==> src/rtl/block_move_ctrl.sv <==
// Block motion controller: decodes PS/2 WASD/space, paces steps from move_tick and
// commits clamped offsets on frame_end. Define WRAP_AROUND_EN to wrap at the edges instead of saturating.
module block_move_ctrl #(
    parameter int BLK_W = 100,
    parameter int BLK_H = 100,
    parameter int STEP  = 4
) (
    input  logic        clk,
    input  logic        rst,
    input  logic        mode,
    input  logic [7:0]  key_code,
    input  logic        key_valid,
    input  logic        move_tick,
    input  logic        frame_end,
    output logic [10:0] off_x,
    output logic [10:0] off_y,
    output logic        moving,
    output logic [1:0]  dir
);

    localparam logic [10:0] STEP_V  = 11'(STEP);
    localparam logic [10:0] MAX_X_0 = 11'(640 - BLK_W);
    localparam logic [10:0] MAX_X_1 = 11'(800 - BLK_W);
    localparam logic [10:0] MAX_Y_0 = 11'(480 - BLK_H);
    localparam logic [10:0] MAX_Y_1 = 11'(600 - BLK_H);

    localparam logic [7:0] KEY_BREAK = 8'hF0;
    localparam logic [7:0] KEY_SPACE = 8'h29;

    typedef enum logic {IDLE, BREAK} state_t;

    state_t      state, state_nx;
    logic        moving_nx;
    logic [1:0]  dir_nx;
    logic        recenter_pending, recenter_nx;
    logic        step_pending, step_nx;
    logic [10:0] off_x_nx, off_y_nx;
    logic [10:0] max_x, max_y;
    logic [10:0] base_x, base_y;

    function automatic logic [7:0] dir_key(input logic [1:0] d);
        case (d)
            2'd0:    dir_key = 8'h1D;
            2'd1:    dir_key = 8'h1B;
            2'd2:    dir_key = 8'h1C;
            default: dir_key = 8'h23;
        endcase
    endfunction

    function automatic logic is_make(input logic [7:0] code);
        is_make = (code == 8'h1D) || (code == 8'h1B) || (code == 8'h1C) || (code == 8'h23);
    endfunction

    function automatic logic [1:0] make_dir(input logic [7:0] code);
        case (code)
            8'h1D:   make_dir = 2'd0;
            8'h1B:   make_dir = 2'd1;
            8'h1C:   make_dir = 2'd2;
            default: make_dir = 2'd3;
        endcase
    endfunction

    function automatic logic [10:0] clamp_max(input logic [10:0] v, input logic [10:0] mx);
        clamp_max = (v > mx) ? mx : v;
    endfunction

    // Comparisons are done before any subtraction so the 11-bit result can never wrap.
    function automatic logic [10:0] inc_off(input logic [10:0] v, input logic [10:0] mx);
`ifdef WRAP_AROUND_EN
        if (v >= mx)
            inc_off = '0;
        else if (v >= mx - STEP_V)
            inc_off = mx;
        else
            inc_off = v + STEP_V;
`else
        if (v >= mx - STEP_V)
            inc_off = mx;
        else
            inc_off = v + STEP_V;
`endif
    endfunction

    function automatic logic [10:0] dec_off(input logic [10:0] v, input logic [10:0] mx);
        if (v < STEP_V) begin
`ifdef WRAP_AROUND_EN
            dec_off = mx;
`else
            dec_off = '0;
`endif
        end else begin
            dec_off = v - STEP_V;
        end
    endfunction

    assign max_x = mode ? MAX_X_1 : MAX_X_0;
    assign max_y = mode ? MAX_Y_1 : MAX_Y_0;

    always_comb begin
        state_nx    = state;
        moving_nx   = moving;
        dir_nx      = dir;
        recenter_nx = recenter_pending;
        step_nx     = step_pending;
        off_x_nx    = off_x;
        off_y_nx    = off_y;
        base_x      = clamp_max(off_x, max_x);
        base_y      = clamp_max(off_y, max_y);

        if (key_valid) begin
            case (state)
                IDLE: begin
                    if (key_code == KEY_BREAK) begin
                        state_nx = BREAK;
                    end else if (is_make(key_code)) begin
                        dir_nx    = make_dir(key_code);
                        moving_nx = 1'b1;
                    end else if (key_code == KEY_SPACE) begin
                        recenter_nx = 1'b1;
                    end
                end
                default: begin
                    if (key_code != KEY_BREAK) begin
                        state_nx = IDLE;
                        if (key_code == dir_key(dir))
                            moving_nx = 1'b0;
                    end
                end
            endcase
        end

        // A tick counts if a key was held before this edge or is made on it.
        if (move_tick && (moving || moving_nx))
            step_nx = 1'b1;

        if (frame_end) begin
            off_x_nx = base_x;
            off_y_nx = base_y;
            if (recenter_nx) begin
                off_x_nx    = max_x >> 1;
                off_y_nx    = max_y >> 1;
                recenter_nx = 1'b0;
                step_nx     = 1'b0;
            end else if (step_nx) begin
                case (dir_nx)
                    2'd0:    off_y_nx = dec_off(base_y, max_y);
                    2'd1:    off_y_nx = inc_off(base_y, max_y);
                    2'd2:    off_x_nx = dec_off(base_x, max_x);
                    default: off_x_nx = inc_off(base_x, max_x);
                endcase
                step_nx = 1'b0;
            end
        end
    end

    always_ff @(posedge clk) begin
        if (rst) begin
            state            <= IDLE;
            moving           <= 1'b0;
            dir              <= 2'd0;
            recenter_pending <= 1'b0;
            step_pending     <= 1'b0;
            off_x            <= '0;
            off_y            <= '0;
        end else begin
            state            <= state_nx;
            moving           <= moving_nx;
            dir              <= dir_nx;
            recenter_pending <= recenter_nx;
            step_pending     <= step_nx;
            off_x            <= off_x_nx;
            off_y            <= off_y_nx;
        end
    end

endmodule

==> config.mk <==
export PLATFORM = sky130hd
export DESIGN_NAME = block_move_ctrl
export DESIGN_NICKNAME = d
export VERILOG_FILES = /design/src/rtl/block_move_ctrl.sv
export SDC_FILE = /design/constraint.sdc
export NUM_CORES = 1
export LEC_CHECK = 0
export CORE_MARGIN = 3
export CORE_UTILIZATION = 62
export CTS_BUF_LIST = sky130_fd_sc_hd__clkbuf_8
export DETAILED_ROUTE_END_ITERATION = 6
export GPL_ROUTABILITY_DRIVEN = 0
export PLACE_DENSITY_LB_ADDON = 0.25
export RECOVER_POWER = 50
export SETUP_SLACK_MARGIN = 0.5
export SYNTH_ARGS = -nofsm -noshare
export SYNTH_HDL_FRONTEND = slang
export SYNTH_SLANG_ARGS = --single-unit
==> constraint.sdc <==
create_clock -name clk -period 8.3 [get_ports clk]
set_input_delay 1.245 -clock clk [delete_from_list [all_inputs] [get_ports clk]]
set_output_delay 1.245 -clock clk [all_outputs]
set_load 0.005 [all_outputs]
# Word level (Yosys, flattened, before mapping)
# Index checks and enable logic that the tools add are counted.
# Widths: inputs -> output; s select.
[word_totals] ff_bits=28 in_bits=14 out_inout_bits=25 elab_cells=78
[op_classes] add_sub_neg=6 n_lt_le_gt_ge=6 eq_ne=12 mux=38 reduce_logical=9
[ops] operator="$mux 11" n=10
[ops] operator="$pmux 11 s2" n=2
[ops] operator="$mux 8" n=5
[ops] operator="$eq 8x5->1 const B" n=3
[ops] operator="$add 11x3->11 const B" n=2
[ops] operator="$ge 11x11->1" n=2
[ops] operator="$lt 11x3->1 const B" n=2
[ops] operator="$sub 11x3->11 const B" n=2
[ops] operator="$pmux 6 s3" n=1
[ops] operator="$eq 8x6->1 const B" n=2
[ops] operator="$mux 1" n=15
[ops] operator="$gt 11x10->1" n=1
[ops] operator="$gt 11x9->1" n=1
[ops] operator="$sub 10x3->11 const B" n=1
[ops] operator="$sub 9x3->10 const B" n=1
[ops] operator="$eq 8x8->1" n=1
[ops] operator="$eq 8x8->1 const B" n=1
[ops] operator="$mux 2" n=4
[ops] operator="$ne 8x8->1 const B" n=1
[ops] operator="$pmux 2 s3" n=1
[ops] operator="$eq 2x1->1 const B" n=2
[ops] operator="$eq 2x2->1 const B" n=2
[ops] operator="$logic_not 2->1" n=2
[ops] operator="$logic_or 1x1->1" n=4
[ops] operator="other kinds (2)" n=3

# Depth between registers and ports, before layout
# Gate-level depths: netlist (run 1).
[depth] depth_word=15 depth_mapped=16 mapped_depth_nobuf=14

# Worst setup path after synthesis (run 1)
# OpenSTA, ideal clock, no wires.
[synth_path] path_type="input-to-reg" start="input port mode" end="register off_x[6]" setup_time_ns=0.120 t_arrival_ns=4.735 t_required_ns=8.180 path_slack_ns=3.445 path_stages=16 n_path_buf=2 cell_sequence="buf_2 -> inv_1 -> ha_1 -> and4bb_1 -> or3b_1 -> and3_1 -> buf_2 -> nand2_1 -> o21ai_0 -> ha_1 -> nand3_1 -> o311a_1 -> a211o_1 -> nor2b_1 -> nor4b_1 -> o31a_1"
[synth_via] elab_chain_len=8 word_cells_on_any_way=13 classes_between="3 x add/sub; 3 x order compare; 7 x mux"
[synth_rtl] item="from (decl)" line="10" rtl="input logic mode,"
[synth_rtl] item="$mux 8 *" line="96" rtl="assign max_x = mode ? MAX_X_1 : MAX_X_0;"
[synth_rtl] item="$gt 11x10->1" line="64" rtl="clamp_max = (v > mx) ? mx : v;"
[synth_rtl] item="$mux 11" line="64"
[synth_rtl] item="$add 11x3->11 (tied with other cells)" line="80" rtl="inc_off = v + STEP_V;"
[synth_rtl] item="$mux 11, on equally long branches" line="77, 85"
[synth_rtl] item="$pmux 11 s2" line="145" rtl="case (dir_nx)"
[synth_rtl] item="$mux 11" line="144" rtl="end else if (step_nx) begin"
[synth_rtl] item="$mux 11 *" line="139" rtl="if (recenter_nx) begin"
[synth_rtl] item="to (signal assigned)" line="171" rtl="off_x <= off_x_nx;"
[synth_rtl] item="to (decl)" line="15" rtl="output logic [10:0] off_x,"
# Every way passes the cells marked *; elsewhere a longest branch is shown, timed or not.
# A chain may end at the register's enable or synchronous reset.

# Worst setup path in the final report (run 1)
# Ends and elaborated chain as after synthesis.

==> impl_metrics.csv, run 1 <==
group,metric,value,unit
grt,antenna_found_initial,0,
logic_synthesis,synth_edf_count,0,
sta,finalCritPeriodShare,0.712,
drt,via_per_inst,7.54,
sta,finalCriticalPeriod,5910,ps
drt,drtIter0Drc,524,
final_layout,final_cell_mix,"43 x nor2_1, 28 x nand2_1, 28 x a21oi_1, 28 x dfxtp_1, 25 x dlygate4sd3_1",
sta,max_slew_margin,0.304,
logic_synthesis,synth_area_leader_cell,"dfxtp_1",
cts,clk_latency,290,ps
final_layout,num_antenna_cells,0,
pwr,irDropWorstVdd,0.0000990,V
floorplan,chipHeight,74.7,um
grt,overflow,0,
drt,ant_nets,0,
sta,setup_viol,0,
grt,grt_pass1_vias,3076,
sta,fmax,0.169,GHz
logic_synthesis,syn_nets,412,
final_layout,fin_nets,436,
run_status,violations,"design-rule violations",
logic_synthesis,synth.area.top_cells,"dfxtp_1 19%, ha_1 5.6%, nor2_1 5.5%",
floorplan,num_rows,24,
run_status,outcome,"complete, but fails checks",
cts,root_buffer,"clkbuf_8",
drt,vias,3467,
logic_synthesis,synth_cells,385,
grt,grt_max_degree,25,
final_layout,n_fill_cell,359,
logic_synthesis,synth_top_area_share,0.192,
sta,fin_skew,9.31,ps
final_layout,syn2layout_area_growth,13.2,%
cts,cts.hold.buffers_added,0,
logic_synthesis,syn_area_per_cell,7.60,um^2
cts,ctsHtreeMaxLevel,1,
pwr,power_density,95.4,mW/mm^2
setup_path,crit_path_max_fanout,12,
cts,cts.reportedPaths.clkPinSlew,110,ps
logic_synthesis,synth-seq-cells,28,
floorplan,dieArea,0.00558,mm^2
sta,fin_tns_setup,0,ps
drt,drt_pre_antenna_iters,7,
pwr,p_total,0.316,mW
setup_path,cp_data_required_time,8530,ps
final_layout,drive_gt1_frac,0.0760,
floorplan,pin_count,39,
setup_path,cp-start-kind,"input pin",
cts,postCtsSetupRepairBufs,0,
logic_synthesis,syn-cell-area,0.00293,mm^2
cts,cts_tree,"done",
pwr,leakage,1.24,nW
setup_path,cp_data_arrival_time,6140,ps
logic_synthesis,yosys_warnings,0,
floorplan,initial_core_util,0.659,
sta,tightest_slew,1040,ps
drt,drc,2,
sta,slew_viol_final,0,
logic_synthesis,ys.flop_type,"dfxtp_1",
job,max-cap-violations,0,
placed_design,hpwl,6660,um
cts,cts_sinks,28,
sta,hold_viol,0,
placed_design,pre_cts_ws,2250,ps
sta,rsz0062_at_grt,"no",
placed_design,placement.io_buffers,38,
final_layout,mostFrequentLayoutCell,"nor2_1",
logic_synthesis,ys_seq_area_frac,0.192,
floorplan,die_x,74.7,um
cts,clk_path_buf_depth,2,
setup_path,criticalPathCategory,"input pin to flop",
floorplan,core,0.00444,mm^2
grt,grt_usage,0.333,
cts,cts_inserted_buffers,3,
cts,post_cts_resized,0,
setup_path,end_kind,"flop",
drt,routedWlPerCell,20.2,um
grt,grt_pass1_wl,14500,um
sta,setup_ws,2390,ps
logic_synthesis,ys_types,83,
drt,finalWirelength,9290,um
logic_synthesis,async_reset_ff_frac,0,
hold_path,worstHoldPathType,"flop to flop",
[cell type report]
type | count | area, um^2 | share of cell area
multi-input cells | 324 | 2200 | 0.663
flip-flops and latches | 28 | 561 | 0.169
repair buffers | 39 | 388 | 0.117
well taps | 52 | 65.1 | 0.0196
clock buffers | 4 | 55.1 | 0.0166
inverters | 13 | 48.8 | 0.0147
[registers in the layout (all words and copies together), names as in the netlist]
register          flops
step_pending          1
recenter_pending      1
dir                   2
off_y                11
moving                1
off_x                11
state                 1
[where the power goes]
group | switching (mW) | leakage, nW | total (mW) | internal, mW
clock network | 0.0485 | 0.0288 | 0.0912 | 0.0427
logic | 0.0463 | 0.983 | 0.0810 | 0.0347
registers | 0.00685 | 0.227 | 0.144 | 0.137
total | 0.102 | 1.24 | 0.316 | 0.214
[final timing paths]
check	endpoint	startpoint	slack [ps]	cells past startpoint
worst max register to register	off_x[6]	off_x[7]	4040	13
worst min-delay path	off_y[0]	off_y[0]	490	2
worst min register to register	off_y[0]	off_y[0]	490	2
worst max-delay path	off_x[6]	mode	2390	15
[cell families after synthesis]
logic type | share of synthesized area
AO/OA/AOI/OAI | 0.351
flip-flops | 0.192
XOR/XNOR | 0.0269
multiplexers | 0.0209
AND/OR/NAND/NOR | 0.301
adder cells (fa/ha/maj) | 0.0556
buffers and inverters | 0.0530
[stage by stage]
stage | utilization | cells | hold WS, ps | instance area, um^2
after global placement | 0.736 | 456 | 467 | 3270
final | 0.745 | 460 | 488 | 3310
after CTS | 0.749 | 460 | 491 | 3330
after detailed placement | 0.736 | 456 | 476 | 3270
after floorplan | - | 385 | 467 | 2930
after global routing | 0.745 | 460 | 537 | 3310
[metal layers]
| layer | vias up | GRT usage | share of wire |
|---|---|---|---|
| li1 | 1543 | - | - |
| met1 | 1581 | 0.437 | 0.38 |
| met2 | 277 | 0.511 | 0.45 |
| met3 | 66 | 0.0881 | 0.13 |
| met4 | 0 | 0.154 | 0.044 |
| met5 | - | 0 | 0 |
[critical path, cell delays in order]
cell and delay, ps:
clkdlybuf4s50_1 760, inv_1 360, ha_1 420, and4bb_1 240
or3b_1 410, and3_1 310, nand2_1 180, o21ai_0 190
ha_1 360, a311oi_1 300, o311a_1 210, a211o_1 300
nor2b_1 380, nor4b_1 310, o31a_1 180
[synth_stat cells (5+ instances only)]
library cell / n
inv_1: 11
o22ai_1: 7
dfxtp_1: 28
a31oi_1: 8
a211oi_1: 8
o21ai_1: 12
xor2_1: 5
o32ai_1: 6
a21oi_1: 28
buf_2: 7
nor4_1: 5
nor3_1: 7
a311oi_1: 5
clkbuf_1: 8
ha_1: 13
nand4_1: 6
o21ai_0: 9
mux2i_1: 5
nor2_1: 43
o21a_1: 5
nand3_1: 15
nand2_1: 28
Note: power is estimated with default switching activity, not from simulation.
==> run 2, diff against run 1 <==
CORE_UTILIZATION = 58   (was 62)
clock period = 6.1 ns   (was 8.3 ns; I/O delays follow)
==> impl_metrics.csv, run 2 (synthesized netlist as in run 1, its figures left out) <==
group,metric,value,unit
setup_path,crit_path_max_fanout,11,
placed_design,postPlaceCellArea,0.00331,mm^2
drt,drc,0,
grt,grt_pass1_vias,3151,
setup_path,cp_common_cell,"ha_1",
placed_design,placement.io_buffers,38,
drt,finalWirelength,9060,um
grt,grt_max_degree,25,
sta,max_slew_margin,0.341,
grt,grt_pass1_wl,15000,um
cts,clk_path_buf_depth,2,
run_status,outcome,"complete, no violations",
floorplan,die_x,77.0,um
floorplan,num_rows,25,
final_layout,drive_gt1_frac,0.0805,
final_layout,syn2layout_area_growth,14.9,%
setup_path,cp_data_arrival_time,5240,ps
sta,slew_viol_final,0,
grt,grt_usage,0.301,
floorplan,initial_core_util,0.612,
job,max-cap-violations,0,
pwr,p_comb_frac,0.242,
final_layout,num_antenna_cells,0,
sta,finalCritPeriodShare,0.821,
floorplan,dieArea,0.00593,mm^2
setup_path,critPathTopFamily,"simple AND/OR/NAND/NOR gates",
drt,drtIter0Drc,356,
sta,fin_skew,1.78,ps
hold_path,worstHoldPathType,"flop to flop",
sta,finalCriticalPeriod,5010,ps
sta,tightest_slew,985,ps
sta,hold_viol,0,
setup_path,crit_slowest_cell,"clkdlybuf4s50_1",
drt,via_per_inst,7.05,
setup_path,end_kind,"flop",
setup_path,cp-start-kind,"input pin",
floorplan,pin_count,39,
sta,setup_ws,1090,ps
sta,setup_viol,0,
pwr,cell_internal_pwr,0.322,mW
cts,clk_latency,280,ps
cts,cts.hold.buffers_added,0,
final_layout,fin_nets,438,
grt,overflow,0,
sta,fmax,0.200,GHz
drt,drt_pre_antenna_iters,5,
sta,rsz0062_at_grt,"no",
sta,fin_tns_setup,0,ps
cts,postCtsSetupRepairBufs,0,
cts,root_buffer,"clkbuf_8",
setup_path,path_buf_inv,3,
pwr,leakage,1.26,nW
pwr,p_sw,0.133,mW
drt,vias,3363,
final_layout,reg_top3,"off_x (11), off_y (11), dir (2)",
final_layout,final_cell_mix,"43 x nor2_1, 28 x nand2_1, 28 x a21oi_1, 28 x dfxtp_1, 25 x dlygate4sd3_1",
floorplan,core,0.00479,mm^2
pwr,clkPwrFrac,0.329,
pwr,swShare,0.293,
pwr,p_seq_frac,0.429,
pwr,power_density,135,mW/mm^2
cts,post_cts_resized,0,
placed_design,pre_cts_ws,899,ps
cts,cts_inserted_buffers,3,
final_layout,mostFrequentLayoutCell,"nor2_1",
setup_path,crit_path_cell_trace,"clkdlybuf4s50_1, buf_4, inv_1, ha_1, and4bb_1, or3b_1, and3_1, nand2_1, o21ai_0, ha_1, a311oi_1, o311a_1, a211o_1, nor2b_1, nor4b_1, o31a_1",
final_layout,final_cell_area,0.00336,mm^2
setup_path,slowest_delay,460,ps
placed_design,hpwl,6610,um
grt,antenna_found_initial,0,
cts,cts.reportedPaths.clkPinSlew,100,ps
setup_path,criticalPathCategory,"input pin to flop",
pwr,p_total,0.456,mW
cts,ctsHtreeMaxLevel,1,
drt,ant_nets,0,
cts,cts_sinks,28,
setup_path,cp_data_required_time,6330,ps
floorplan,chipHeight,77.0,um
drt,routedWlPerCell,19.0,um
pwr,irDropWorstVdd,0.000113,V
cts,cts_tree,"done",
## run 2: per-layer routing
metal / track usage / up-vias / share of wire
met5: 0 / - / 0
met2: 0.489 / 229 / 0.46
li1: - / 1557 / -
met4: 0.160 / 0 / 0.047
met3: 0.0469 / 54 / 0.10
met1: 0.383 / 1523 / 0.39
## run 2: layout make-up
type	instances	area, um^2
clock buffers	3	41.3
clock inverters	1	30.0
fillers	417	1420
inverters	13	48.8
multi-input cells	324	2200
flip-flops and latches	28	561
well taps	67	83.8
repair buffers	41	403
## run 2: tightest hold or removal path, stage by stage, from the launching register on
cell,delay (ps)
dfxtp_1,350
nand2_1,60
o21ai_1,50
## run 2: through the flow
| step | instances | utilization | hold WS [ps] |
|---|---|---|---|
| after floorplan | 385 | - | 467 |
| after global placement | 473 | 0.691 | 470 |
| after detailed placement | 473 | 0.691 | 479 |
| after CTS | 477 | 0.706 | 492 |
| after global routing | 477 | 0.703 | 531 |
| final | 477 | 0.703 | 486 |
## run 2: path summary, 6_finish.rpt
| path | from | to | slack [ps] | cells after the start |
|---|---|---|---|---|
| worst max register to register | off_x[7] | off_x[6] | 1940 | 13 |
| worst min-delay path | off_y[0] | off_y[0] | 490 | 2 |
| worst min register to register | off_y[0] | off_y[0] | 490 | 2 |
| worst max-delay path | mode | off_x[6] | 1090 | 16 |
## run 2: power groups by stage
stage | registers (mW) | clock network (mW) | logic (mW)
detailed placement | 0.199 | 0 | 0.110
finish | 0.195 | 0.150 | 0.110
floorplan | 0.194 | 0 | 0.0768
CTS | 0.195 | 0.151 | 0.110
global route | 0.196 | 0.157 | 0.120
global placement | 0.199 | 0 | 0.108
==> run 3, diff against run 2 <==
CORE_UTILIZATION = 52   (was 58)
clock period = 4.3 ns   (was 6.1 ns; I/O delays follow)
==> impl_metrics.csv, run 3 (synthesized netlist as in run 1, its figures left out) <==
group,metric,value,unit
drt,finalWirelength,9960,um
grt,overflow,0,
sta,max_slew_margin,0.324,
final_layout,mostFrequentLayoutCell,"nor2_1",
cts,clk_path_buf_depth,2,
setup_path,crit_path_max_fanout,7,
sta,fmax,0.265,GHz
sta,fin_tns_setup,0,ps
setup_path,criticalPathCategory,"input pin to flop",
final_layout,syn2layout_area_growth,29.2,%
grt,grt_pass1_vias,3124,
placed_design,hpwl,6970,um
hold_path,min_from,"off_y[0]",
drt,drtIter0Drc,692,
hold_path,whs_endpoint,"off_y[0]",
setup_path,r2r-start,"off_x[7]",
sta,whs,491,ps
cts,cts.hold.buffers_added,0,
floorplan,chipHeight,81.0,um
floorplan,initial_core_util,0.555,
cts,ctsHtreeMaxLevel,1,
grt,grt_max_degree,25,
grt,busiest_layer,"met2",
floorplan,dieArea,0.00656,mm^2
drt,ant_nets,0,
setup_path,cp_data_required_time,4430,ps
floorplan,die_x,81.0,um
cts,root_buffer,"clkbuf_8",
grt,grt_usage,0.291,
final_layout,fin_nets,469,
setup_path,cp_data_arrival_time,3900,ps
setup_path,end_kind,"flop",
sta,rsz0062_at_grt,"no",
sta,finalCriticalPeriod,3770,ps
final_layout,instances_no_fill,511,
sta,tightest_slew,1010,ps
cts,cts_sinks,28,
floorplan,core,0.00527,mm^2
floorplan,pin_count,39,
cts,cts_tree,"done",
grt,grt_use_met3,0.0443,
setup_path,rr_worst_depth,14,
drt,vias,3550,
placed_design,placement.io_buffers,38,
final_layout,final_cell_mix,"43 x nor2_1, 33 x buf_4, 28 x a21oi_1, 28 x dfxtp_1, 27 x nand2_1",
setup_path,rrSetupSlack,660,ps
pwr,irDropWorstVdd,0.000207,V
sta,slew_viol_final,0,
final_layout,drive_gt1_frac,0.195,
final_layout,reg_top3,"off_x (11), off_y (11), dir (2)",
pwr,power_density,179,mW/mm^2
grt,grt_pass1_wl,15400,um
hold_path,worstHoldPathType,"flop to flop",
job,max-cap-violations,0,
sta,setup_viol,0,
grt,grtUsageMet1,0.405,
sta,fin_skew,4.94,ps
grt,antenna_found_initial,0,
drt,via_per_inst,6.95,
cts,cts_inserted_buffers,3,
sta,finalCritPeriodShare,0.878,
drt,routedWlPerCell,19.5,um
setup_path,cp-start-kind,"input pin",
cts,clk_latency,280,ps
drt,drt_pre_antenna_iters,6,
grt,grt_use_met2,0.473,
drt,drc,0,
final_layout,num_antenna_cells,0,
placed_design,placedCellCount,497,
pwr,leakage,1.42,nW
floorplan,num_rows,26,
hold_path,hold_path_depth,2,
cts,cts.reportedPaths.clkPinSlew,100,ps
setup_path,timing.rr.end,"off_x[8]",
run_status,outcome,"complete, no violations",
sta,hold_viol,0,
[run 3: changes by cell type in the layout (fill, tap and decap cells not counted), sizes merged]
cell           before  now
a211o               4    5
buf                 3   34
clkdlybuf4s50      13   12
clkinvlp            0    1
inv                12   11
[run 3: through the flow]
step | total power, mW | util | setup slack (ps) | area (um^2)
6_report | 0.675 | 0.718 | 526 | 3780
5_1_grt | 0.702 | 0.718 | 448 | 3780
4_1_cts | 0.663 | 0.685 | 529 | 3610
3_5_place_dp | 0.453 | 0.667 | -111 | 3520
3_3_place_gp | 0.449 | 0.667 | -27.5 | 3520
2_1_floorplan | 0.387 | - | 442 | 3000
[run 3: worst max path at each step]
| stage | startpoint | to | slack, ps |
|---|---|---|---|
| 4_1_cts | mode | off_x[6] | 530 |
| 6_report | mode | off_x[8] | 530 |
| 5_1_grt | mode | off_x[6] | 450 |
| 3_3_place_gp | mode | off_x[0] | -30 |
| 2_1_floorplan | mode | off_x[6] | 440 |
| 3_5_place_dp | mode | off_x[0] | -110 |
[run 3: worst max-delay path, stage by stage]
cell and delay, ps:
buf_6 80, clkinvlp_4 200, ha_4 300, and4bb_1 220
or3b_4 400, and3_4 190, nand2_4 90, o21ai_4 70
ha_4 290, nand3_2 80, o311a_1 400, buf_4 150
a211o_2 360, nor3b_1 150, mux2i_1 160, a311oi_1 100
[run 3: routing by layer]
layer,share of wire,wire [um]
met1,0.41,4040
met2,0.46,4620
met3,0.11,1070
met4,0.023,231
met5,0,0
[run 3: final cells by class]
class,count,area (um^2)
clock inverters,1,30.0
well taps,70,87.6
multi-input cells,325,2380
inverters,13,52.6
clock buffers,3,41.3
flip-flops and latches,28,561
repair buffers,71,629
fillers,419,1490
[run 3: repair_timing]
action                     4_1_cts  5_1_grt
setup endpoints to repair       19       19
pin swaps                        0       10
cloned                           0        1
gates resized for setup          5       20
buffers inserted                 0        9
[run 3: where the power goes]
group	switching [mW]	internal (mW)
registers	0.0146	0.264
clock network	0.0879	0.125
logic	0.0973	0.0863
total	0.200	0.475
